===== src/rtl/lcd_tx_frame_queue_if.sv =====
// Frame-producer and TX-supervisor signals of lcd_tx_frame_queue, grouped as one bundle.
// The slave modport is the queue itself; master is the surrounding logic.
interface lcd_tx_frame_queue_if #(
    parameter int DEPTH = 4
);
    localparam int CW = $clog2(DEPTH) + 1;

    logic          i_frameValid;
    logic [87:0]   i_frameData;
    logic [7:0]    i_frameLength;
    logic          o_frameReady;
    logic          o_frameError;
    logic [CW-1:0] o_count;
    logic          o_idle;
    logic          o_txBegin;
    logic [87:0]   o_txData;
    logic [7:0]    o_txDataLength;
    logic          i_txBusy;
    logic          i_txDone;

    modport slave (
        input  i_frameValid, i_frameData, i_frameLength, i_txBusy, i_txDone,
        output o_frameReady, o_frameError, o_count, o_idle,
               o_txBegin, o_txData, o_txDataLength
    );

    modport master (
        output i_frameValid, i_frameData, i_frameLength, i_txBusy, i_txDone,
        input  o_frameReady, o_frameError, o_count, o_idle,
               o_txBegin, o_txData, o_txDataLength
    );
endinterface


===== src/rtl/lcd_tx_frame_queue.sv =====
// DEPTH-entry LCD command-frame FIFO feeding the UART TX supervisor one frame at a time.
// Define LCD_TX_QUEUE_GAP_EN to insert GAP_CYCLES idle clocks after every done pulse.
module lcd_tx_frame_queue #(
    parameter int DEPTH      = 4,
    parameter int MAX_BYTES  = 11,
    parameter int GAP_CYCLES = 16
) (
    input logic                 i_clock,
    input logic                 i_reset,
    lcd_tx_frame_queue_if.slave bus
);
    localparam int PW = $clog2(DEPTH);
    localparam int CW = PW + 1;

    if (DEPTH < 2 || DEPTH > 16 || (DEPTH & (DEPTH - 1)) != 0 ||
        MAX_BYTES < 1 || MAX_BYTES > 11 || GAP_CYCLES < 0) begin : g_badParams
        $error("lcd_tx_frame_queue: unsupported parameter combination");
    end

`ifdef LCD_TX_QUEUE_GAP_EN
    typedef enum logic [1:0] {IDLE, WAIT_BUSY, WAIT_DONE, GAP} state_e;
    localparam int GW = (GAP_CYCLES > 1) ? $clog2(GAP_CYCLES) : 1;
    logic [GW-1:0] gapCnt_q, gapCnt_d;
`else
    typedef enum logic [1:0] {IDLE, WAIT_BUSY, WAIT_DONE} state_e;
`endif

    state_e        state_q, state_d;
    logic [95:0]   mem_q [DEPTH];
    logic [PW-1:0] wrPtr_q, rdPtr_q;
    logic [CW-1:0] count_q;
    logic          txBegin_q, txBegin_d;
    logic [87:0]   txData_q, txData_d;
    logic [7:0]    txLen_q, txLen_d;
    logic          frameError_q;
    logic          push, legal, store, pop;

    // Ready looks only at the registered count, so a same-cycle pop never opens a slot.
    assign bus.o_frameReady = (count_q != CW'(DEPTH));
    assign push  = bus.i_frameValid && bus.o_frameReady;
    assign legal = (bus.i_frameLength != 8'd0) && (bus.i_frameLength <= 8'(MAX_BYTES));
    assign store = push && legal;

    always_ff @(posedge i_clock or posedge i_reset) begin
        if (i_reset) begin
            for (int i = 0; i < DEPTH; i++) mem_q[i] <= '0;
            wrPtr_q      <= '0;
            rdPtr_q      <= '0;
            count_q      <= '0;
            frameError_q <= 1'b0;
        end else begin
            if (store) begin
                mem_q[wrPtr_q] <= {bus.i_frameLength, bus.i_frameData};
                wrPtr_q        <= wrPtr_q + 1'b1;
            end
            if (pop) rdPtr_q <= rdPtr_q + 1'b1;
            count_q      <= count_q + CW'(store) - CW'(pop);
            frameError_q <= push && !legal;
        end
    end

    always_ff @(posedge i_clock or posedge i_reset) begin
        if (i_reset) begin
            state_q   <= IDLE;
            txBegin_q <= 1'b0;
            txData_q  <= '0;
            txLen_q   <= '0;
`ifdef LCD_TX_QUEUE_GAP_EN
            gapCnt_q  <= '0;
`endif
        end else begin
            state_q   <= state_d;
            txBegin_q <= txBegin_d;
            txData_q  <= txData_d;
            txLen_q   <= txLen_d;
`ifdef LCD_TX_QUEUE_GAP_EN
            gapCnt_q  <= gapCnt_d;
`endif
        end
    end

    // IDLE insists on a non-busy supervisor, which also covers a supervisor left running across our reset.
    always_comb begin
        state_d   = state_q;
        txBegin_d = 1'b0;
        txData_d  = txData_q;
        txLen_d   = txLen_q;
        pop       = 1'b0;
`ifdef LCD_TX_QUEUE_GAP_EN
        gapCnt_d  = gapCnt_q;
`endif
        unique case (state_q)
            IDLE: begin
                if (count_q != '0 && !bus.i_txBusy) begin
                    {txLen_d, txData_d} = mem_q[rdPtr_q];
                    txBegin_d = 1'b1;
                    pop       = 1'b1;
                    state_d   = WAIT_BUSY;
                end
            end
            WAIT_BUSY: begin
                if (bus.i_txDone)      state_d = IDLE;
                else if (bus.i_txBusy) state_d = WAIT_DONE;
            end
            WAIT_DONE: begin
                if (bus.i_txDone) begin
`ifdef LCD_TX_QUEUE_GAP_EN
                    if (GAP_CYCLES == 0) begin
                        state_d = IDLE;
                    end else begin
                        state_d  = GAP;
                        gapCnt_d = '0;
                    end
`else
                    state_d = IDLE;
`endif
                end
            end
`ifdef LCD_TX_QUEUE_GAP_EN
            GAP: begin
                if (gapCnt_q == GW'(GAP_CYCLES - 1)) state_d = IDLE;
                else                                 gapCnt_d = gapCnt_q + 1'b1;
            end
`endif
            default: state_d = IDLE;
        endcase
    end

    assign bus.o_txBegin      = txBegin_q;
    assign bus.o_txData       = txData_q;
    assign bus.o_txDataLength = txLen_q;
    assign bus.o_frameError   = frameError_q;
    assign bus.o_count        = count_q;
    assign bus.o_idle         = (count_q == '0) && (state_q == IDLE) && !bus.i_txBusy;
endmodule


===== src/flat_wrapper.sv =====
// flat-port wrapper written by rule: the top's interface ports become plain ports
module lcd_tx_frame_queue_flat 
#(
    parameter int DEPTH      = 4,
    parameter int MAX_BYTES  = 11,
    parameter int GAP_CYCLES = 16
)
  (i_clock, i_reset, bus_i_frameValid, bus_i_frameData, bus_i_frameLength, bus_i_txBusy, bus_i_txDone, bus_o_frameReady, bus_o_frameError, bus_o_count, bus_o_idle, bus_o_txBegin, bus_o_txData, bus_o_txDataLength);
  lcd_tx_frame_queue_if #(.DEPTH(DEPTH)) bus_i ();
  input logic i_clock;
  input logic i_reset;
  input wire logic [$bits(bus_i.i_frameValid)-1:0] bus_i_frameValid;
  input wire logic [$bits(bus_i.i_frameData)-1:0] bus_i_frameData;
  input wire logic [$bits(bus_i.i_frameLength)-1:0] bus_i_frameLength;
  input wire logic [$bits(bus_i.i_txBusy)-1:0] bus_i_txBusy;
  input wire logic [$bits(bus_i.i_txDone)-1:0] bus_i_txDone;
  output wire logic [$bits(bus_i.o_frameReady)-1:0] bus_o_frameReady;
  output wire logic [$bits(bus_i.o_frameError)-1:0] bus_o_frameError;
  output wire logic [$bits(bus_i.o_count)-1:0] bus_o_count;
  output wire logic [$bits(bus_i.o_idle)-1:0] bus_o_idle;
  output wire logic [$bits(bus_i.o_txBegin)-1:0] bus_o_txBegin;
  output wire logic [$bits(bus_i.o_txData)-1:0] bus_o_txData;
  output wire logic [$bits(bus_i.o_txDataLength)-1:0] bus_o_txDataLength;
  assign bus_i.i_frameValid = bus_i_frameValid;
  assign bus_i.i_frameData = bus_i_frameData;
  assign bus_i.i_frameLength = bus_i_frameLength;
  assign bus_i.i_txBusy = bus_i_txBusy;
  assign bus_i.i_txDone = bus_i_txDone;
  assign bus_o_frameReady = bus_i.o_frameReady;
  assign bus_o_frameError = bus_i.o_frameError;
  assign bus_o_count = bus_i.o_count;
  assign bus_o_idle = bus_i.o_idle;
  assign bus_o_txBegin = bus_i.o_txBegin;
  assign bus_o_txData = bus_i.o_txData;
  assign bus_o_txDataLength = bus_i.o_txDataLength;
  lcd_tx_frame_queue #(.DEPTH(DEPTH), .MAX_BYTES(MAX_BYTES), .GAP_CYCLES(GAP_CYCLES)) u_core (.i_clock(i_clock), .i_reset(i_reset), .bus(bus_i));
endmodule

===== config.mk =====
export PLATFORM = sky130hd
export DESIGN_NAME = lcd_tx_frame_queue_flat
export DESIGN_NICKNAME = d
export VERILOG_FILES = /design/src/rtl/lcd_tx_frame_queue_if.sv /design/src/rtl/lcd_tx_frame_queue.sv /design/src/flat_wrapper.sv
export SDC_FILE = /design/constraint.sdc
export NUM_CORES = 1
export LEC_CHECK = 0
export ABC_AREA = 1
export CORE_MARGIN = 2
export CORE_UTILIZATION = 60
export CTS_BUF_LIST = sky130_fd_sc_hd__clkbuf_4 sky130_fd_sc_hd__clkbuf_8
export DETAILED_ROUTE_END_ITERATION = 6
export GPL_TIMING_DRIVEN = 0
export PLACE_DENSITY = 0.83
export SLEW_MARGIN = 20
export SYNTH_ARGS = -nofsm -noshare
export SYNTH_HDL_FRONTEND = slang
export SYNTH_SLANG_ARGS = --single-unit

===== constraint.sdc =====
create_clock -name i_clock -period 20.3 [get_ports i_clock]
set_input_delay 3.045 -clock i_clock [delete_from_list [all_inputs] [get_ports i_clock]]
set_output_delay 3.045 -clock i_clock [all_outputs]
set_load 0.01 [all_outputs]

After elaboration in Yosys (flattened, before gate mapping):

Cells that the tools add are included.

* memories kept: 0
* memory bits (writable): 0
* ROM bits: 0
* output and inout bits: 103
* logic and storage cells: 57
* bits in latches: 0
* bits in registers: 491
* input port bits: 101

* bitwise gates (word level): 2
* magnitude comparators: 4
* add/sub/neg operators: 4
* equal/unequal tests: 6
* reductions and logical operators: 16
* multipliers: 0
* shift operators: 0
* multiplexer cells: 13
* divide/modulo/power cells: 0

Operator list (count)
* $bwmux W384: 1
* $mux W96: 3
* $bmux W96 S2: 1
* $demux W96 S2: 1
* $le A8 B4 Y1 const B: 1
* $logic_and A1 B1 Y1: 8
* $mux W2: 4
* $reduce_bool A8 Y1: 1
* $ge A3 B3 Y1 const B: 2
* $ne A3 B3 Y1 const B: 2
* $not A2 Y3: 2
* $pmux W2 S3: 1
* $add A2 B1 Y2 const B: 2
* $add A3 B1 Y3: 1
* $logic_not A3 Y1: 1
* $lt A3 B1 Y1 const B: 1
* $reduce_and A3 Y1: 1
* $reduce_bool A3 Y1: 1
* $sub A3 B1 Y3: 1
* $eq A2 B1 Y1 const B: 1
* $eq A2 B2 Y1 const B: 1
* $logic_not A1 Y1: 2
* $logic_not A2 Y1: 1
* $mux W1: 2
* 3 further kinds: 3

Longest topological paths before layout:

Gate-level depths: netlist (run 1).

* depth after elaboration: 6
* depth in mapped cells: 11
* mapped depth without buffers: 10

Worst setup path after synthesis (run 1):

No wires, ideal clock.

* kind: input -> output
* start: in bus_i_txBusy
* end: out bus_o_idle
* stages on the path: 1
* data required time: 17.255 ns
* buffers on the path: 0
* slack: 13.909 ns
* arrival: 3.346 ns
* cells stage by stage: nor3_1

* cells in the longest elaborated chain, start to end: 2

RTL lines
* from (decl): line flat_wrapper.sv:15 `input wire logic [$bits(bus_i.i_txBusy)-1:0] bus_i_txBusy;`
* $logic_not A1 Y1: line lcd_tx_frame_queue.sv:134 `assign bus.o_idle = (count_q == '0) && (state_q == IDLE) && !bus.i_txBusy;`
* $logic_and A1 B1 Y1: line lcd_tx_frame_queue.sv:134
* to (decl): line flat_wrapper.sv:20 `output wire logic [$bits(bus_i.o_idle)-1:0] bus_o_idle;`

Every way passes these cells.

Worst setup path in the final report (run 1):

Same ends and word-level chain as after synthesis.

==> summary.txt, run 1 <==
Power and ir drop
  – Power Density: 130 mW/mm2
  – Clock power frac: 25.3%
  – Flop pwr share: 37.1%
  – Switching part of the total: 39.7%
  – Pleak: 14.1 nW
  – Cell internal pwr: 0.00212 W
  – Peak supply drop: 0.0742 mV
  – Tot Pwr: 0.00352 W
  – Comb pwr share: 37.6%
  – Sw Pwr: 0.00140 W

Logic synthesis
  – Post-synthesis cell area: 0.0226 mm2
  – Async set or reset register ratio after synthesis: 100%
  – Synth unique cells: 22
  – Flops & latches, synth: 491
  – Mapped Cells: 2802
  – Post-synth EDFFs: 0
  – Yosys warns: 0
  – Mean post-synth cell area: 8.06 um2
  – Synth Net Count: 2910
  – Register area share after synthesis: 54.4%
  – Most used DFF post-synth: dfrtp_1

Drt
  – Via Count: 21800
  – Vias/cell: 5.95
  – First drt pass iteration count: 6
  – Iter 0 DRT Violations: 2611
  – Drt drc: 0
  – Final wirelength: 68500 um
  – Post-route ant nets: 0
  – WL/cell: 18.7 um

Floorplan
  – Initial Util: 60.4%
  – IO Count: 204
  – Die Y: 198 um
  – Core area: 0.0374 mm2
  – Die Width: 198 um
  – Rows: 71
  – Die area: 0.0392 mm2

Finish
  – ANT cells: 0
  – Fin cells: 3656
  – Fraction of layout cells with a size suffix above 1: 8.55%
  – Fill cells: 2906
  – Nets: 3200
  – Layout area overhead: 19.8%

Clock tree
  – CTS Hold Bufs: 0
  – Sink Count: 491
  – Num CTS Buffers: 79
  – Clk Latency, worst-skew pair: 660 ps
  – Clock root buffer: clkbuf_8
  – CTS-repair resized insts: 0
  – CTS tree: done
  – CTS H-tree depth: 3
  – Reg clk slew, reported paths: 60 ps
  – Post-CTS setup buffers: 0
  – Clk buf depth: 3

Timing
  – Tcrit/Tclk final: 36.0%
  – # setup viols final: 0
  – RSZ-0062 raised after global routing: false
  – Hold Vio Cnt, Final: 0
  – Worst rel slew slack: 29.5%
  – Fmax: 0.137 GHz
  – Final Slew Violations: 0
  – Worst Skew: 28.4 ps
  – Clock period minus worst slack: 7310 ps
  – Tightest Pin Transition: 1050 ps

Hold path
  – Hold crit path type: flop to flop

Setup path
  – CP endpoint kind: output pin
  – Worst Path Required: 17260 ps
  – WS Path Type: input port to output pin
  – CP Launch Type: input port
  – Crit path max fanout: 4
  – CP Data Arrival Time: 4270 ps

Global route
  – First-pass GRT wire length: 109000 um
  – Antenna violations before repair: 0
  – Vias in the first global route: 21500
  – Largest net degree at the start of global routing: 105
  – GRT Util Overall: 35.6%
  – Total gr overflow: 0

Place
  – Final Wtd Congestion: 0.890
  – Detailed Place HPWL: 47200 um
  – I/O Buffers: 203
  – Inst Count DP: 3522

Outcome
  – Status: finished, final reports clean

Flow run
  – # Max-Cap Violations: 0
worst paths after layout:
path,from,to,slack [ps],cells past startpoint
max,bus_i_txBusy,bus_o_idle,12990,3
min,u_core.mem_q[47],u_core.mem_q[47],470,2
max reg2reg,u_core.bus.o_count[2],u_core.bus.o_count[2],16750,10
min reg2reg,u_core.mem_q[47],u_core.mem_q[47],470,2
max in group asynchronous,i_reset,u_core.mem_q[331],15860,5
min in group asynchronous,i_reset,u_core.mem_q[380],2800,2
power groups by stage:
stage	Sequential, W	Clock, W	Combinational [W]
4_1_cts	0.00131	0.000894	0.00130
3_5_place_dp	0.00132	0	0.00129
6_report	0.00131	0.000891	0.00132
2_1_floorplan	0.00133	0	0.000747
3_3_place_gp	0.00131	0	0.00124
5_1_grt	0.00133	0.000942	0.00146
routing by layer:
layer / up-vias / routed length (um) / track usage [%] / share of wire, %
met5: - / 0 / 0 / 0
li1: 9882 / - / - / -
met4: 0 / 3300 / 18.6 / 4.8
met2: 1185 / 32100 / 56.4 / 47
met1: 10400 / 26600 / 46.0 / 39
met3: 260 / 6530 / 8.43 / 9.5
flip-flops by register name, summed over array words and instances (netlist names):
signal	flops
u_core.mem_q	384
u_core.bus.o_txData	88
u_core.bus.o_txDataLength	8
u_core.bus.o_count	3
u_core.rdPtr_q	2
u_core.state_q	2
u_core.wrPtr_q	2
u_core.bus.o_frameError	1
u_core.bus.o_txBegin	1
through the flow:
stage | instance area, um2 | utilization (%) | TNS (ps) | hold slack (ps) | setup slack (ps)
after floorplan | 22600 | - | 0 | 431 | 3550
after global placement | 25300 | 67.5 | -707810 | 444 | -1480
after detailed placement | 25400 | 68.0 | 0 | 452 | 12990
after CTS | 27000 | 72.3 | 0 | 466 | 12990
after global routing | 27100 | 72.3 | 0 | 486 | 12910
final | 27100 | 72.3 | 0 | 465 | 12990
area by class of cell:
cell class,instances,area [um2],area share (%)
Sequential cell,491,12300,45.4
Timing Repair Buffer,209,2180,8.08
Multi-Input combinational cell,2030,9040,33.4
Clock buffer,120,1510,5.57
Clock inverter,14,128,0.472
Buffer,246,1120,4.14
Inverter,35,139,0.513
Tap cell,511,639,2.36
critical path, stage by stage:
cell and delay, ps:
clkdlybuf4s50_1 460, nor3_1 200, clkdlybuf4s50_1 560
logic make-up (layout without fill, tap and decap cells):
kind of cell | after synthesis | after routing | synth area share (%)
compound gates | 291 | 291 | 6.52
xor+xnor | 3 | 3 | 0.116
fa+ha+maj | 7 | 7 | 0.421
buf+inv | 281 | 624 | 5.54
flops | 491 | 491 | 54.4
simple gates | 1729 | 1729 | 33.0
synth_stat cells (2+ instances only):
master / number / share of area, %
nand2_1: 1053 / 18
dfrtp_1: 491 / 54
nand4_1: 369 / 10
nor2_1: 298 / 5.0
o21ai_0: 289 / 6.4
clkbuf_1: 111 / 1.8
buf_2: 102 / 2.3
inv_1: 33 / 0.55
buf_1: 17 / 0.28
buf_4: 14 / 0.47
ha_1: 6 / 0.33
nand3_2: 4 / 0.18
nand3_1: 3 / 0.066
buf_6: 2 / 0.10
inv_2: 2 / 0.033
xor2_1: 2 / 0.078
cells in the final DEF, fill, tap and decap left out, types with 4 or more instances in the layout:
master	n
buf_1	17
buf_16	5
buf_2	102
buf_4	14
clkbuf_1	109
clkbuf_4	23
clkbuf_8	97
clkdlybuf4s50_1	203
clkinv_2	9
dfrtp_1	491
ha_1	6
inv_1	32
nand2_1	1053
nand3_2	4
nand4_1	369
nor2_1	298
o21ai_0	289
(Power assumes the default switching activity.)
==> inputs of run 2 (changes only) <==
Clock period 20.3 ns to 7.33 ns, I/O delays scaled along.
==> summary.txt, run 2 (same netlist as run 1, synthesis figures left out) <==
Finish
  – Biggest register: u_core.mem_q
  – Fin cells: 3672
  – Max reg flops: 384
  – ANT cells: 0
  – Most frequent cells in the layout: nand2_1, dfrtp_1, nand4_1
  – Fraction of layout cells with a size suffix above 1: 9.02%
  – Nets: 3210
  – Layout area overhead: 20.7%
  – Most common cell after layout, fill and taps aside: nand2_1

Clock tree
  – Clk buf depth: 3
  – Reg clk slew, reported paths: 60 ps
  – CTS-repair resized insts: 0
  – Num CTS Buffers: 79
  – Sink Count: 491
  – CTS tree: done
  – Post-CTS setup buffers: 0
  – CTS Hold Bufs: 0
  – Clock root buffer: clkbuf_8
  – CTS H-tree depth: 3
  – Clk Latency, worst-skew pair: 650 ps

Drt
  – Post-route ant nets: 0
  – First drt pass iteration count: 6
  – Iter 0 DRT Violations: 2474
  – Via Count: 21800
  – Drt drc: 0
  – Final wirelength: 68700 um
  – Vias/cell: 5.93
  – WL/cell: 18.7 um

Flow run
  – # Max-Cap Violations: 0

Timing
  – Tcrit/Tclk final: 53.0%
  – Final Slew Violations: 0
  – # setup viols final: 0
  – Hold Vio Cnt, Final: 0
  – RSZ-0062 raised after global routing: false
  – Clock period minus worst slack: 3890 ps
  – Worst rel slew slack: 18.5%
  – Tightest Pin Transition: 1220 ps
  – Fmax: 0.257 GHz
  – Worst Skew: 19.9 ps
  – Final WS setup: 3440 ps

Setup path
  – R2r startpoint: u_core.bus.o_count[2]
  – WS Path Type: input port to flop
  – CP Launch Point: bus_i_txBusy
  – FF-to-FF End: u_core.bus.o_count[2]
  – CP Cell Sequence: clkdlybuf4s50_1 > nor2_1 > nand2_1 > inv_2 > clkbuf_1 > ha_1 > inv_1 > ha_1 > fa_1 > xor2_1
  – Critical path endpoint: u_core.bus.o_count[2]
  – CP Launch Type: input port
  – CP endpoint kind: flop
  – Worst r2r path cells: 10
  – Slowest-stage cell, CP: nand2_1
  – Worst Path Required: 7860 ps
  – Largest stage delay, worst path: 740 ps
  – Crit path max fanout: 11
  – CP Data Arrival Time: 4410 ps
  – Reg-to-reg setup timing slack: 3820 ps
  – Crit path top cell by count: ha_1

Power and ir drop
  – Tot Pwr: 0.00977 W
  – Peak supply drop: 0.205 mV
  – Pleak: 14.2 nW
  – Power Density: 358 mW/mm2

Global route
  – Total gr overflow: 0
  – Antenna violations before repair: 1
  – First-pass GRT wire length: 110000 um
  – Vias in the first global route: 21400
  – Largest net degree at the start of global routing: 38
  – GRT Util Overall: 35.9%

Floorplan
  – Die Y: 198 um
  – IO Count: 204
  – Die Width: 198 um
  – Core area: 0.0374 mm2
  – Die area: 0.0392 mm2
  – Rows: 71
  – Initial Util: 60.4%

Place
  – Detailed Place HPWL: 48300 um
  – Pre-CTS setup slack: 2750 ps
  – Inst Count DP: 3532
  – I/O Buffers: 203
  – Final Wtd Congestion: 0.897

Hold path
  – Hold crit path type: flop to flop

Outcome
  – Status: finished, final reports clean
-- run 2: cell count changes in the layout (fill, tap and decap cells not counted), sizes merged --
cell	previous run	this run
buf	141	151
inv	35	34
clkbuf	231	242
clkinv	9	5
bufinv	2	0
clkinvlp	3	5
-- run 2: cell type report --
class | count | area [um2]
multi-input cells | 2030 | 9040
clock buffers | 131 | 1610
well taps | 511 | 639
plain buffers | 246 | 1120
fillers | 2815 | 10100
flip-flops and latches | 491 | 12300
repair buffers | 219 | 2360
inverters | 35 | 135
clock inverters | 9 | 55.1
-- run 2: how the worst min path moves through the flow --
stage                                 start                 to  cells after the start
final                     u_core.mem_q[254]  u_core.mem_q[254]                      2
after detailed placement  u_core.mem_q[287]  u_core.mem_q[287]                      2
after global routing      u_core.mem_q[219]  u_core.mem_q[219]                      2
after floorplan            u_core.mem_q[95]   u_core.mem_q[95]                      2
after CTS                 u_core.mem_q[262]  u_core.mem_q[262]                      2
after global placement     u_core.mem_q[95]   u_core.mem_q[95]                      2
-- run 2: stage by stage --
step                      hold slack, ps  util (%)  area [um2]  TNS (ps)
after floorplan                      431         -       22600   -210190
after global placement               444      67.5       25300  -1563950
after detailed placement             451      68.4       25600         0
after CTS                            467      72.9       27300         0
after global routing                 480      72.9       27300         0
final                                464      72.9       27300         0
-- run 2: metal layers --
layer  track usage, %  vias up  share of wire, %
met3             7.19      251               8.9
met1             46.4    10400                39
met2             56.9     1184                47
met4             20.4        0               5.1
met5                0        -                 0
li1                 -     9906                 -
-- run 2: critical path, delay by kind of cell --
kind / cells / cell delay [ps]
fa+ha+maj: 3 / 900
buf+inv: 4 / 1410
xor+xnor: 1 / 170
simple gates: 2 / 800
-- run 2: report_power, final --
part | internal (W) | switching, W
registers | 0.00330 | 0.000328
clock network | 0.00138 | 0.00110
logic | 0.00122 | 0.00244
total | 0.00589 | 0.00387
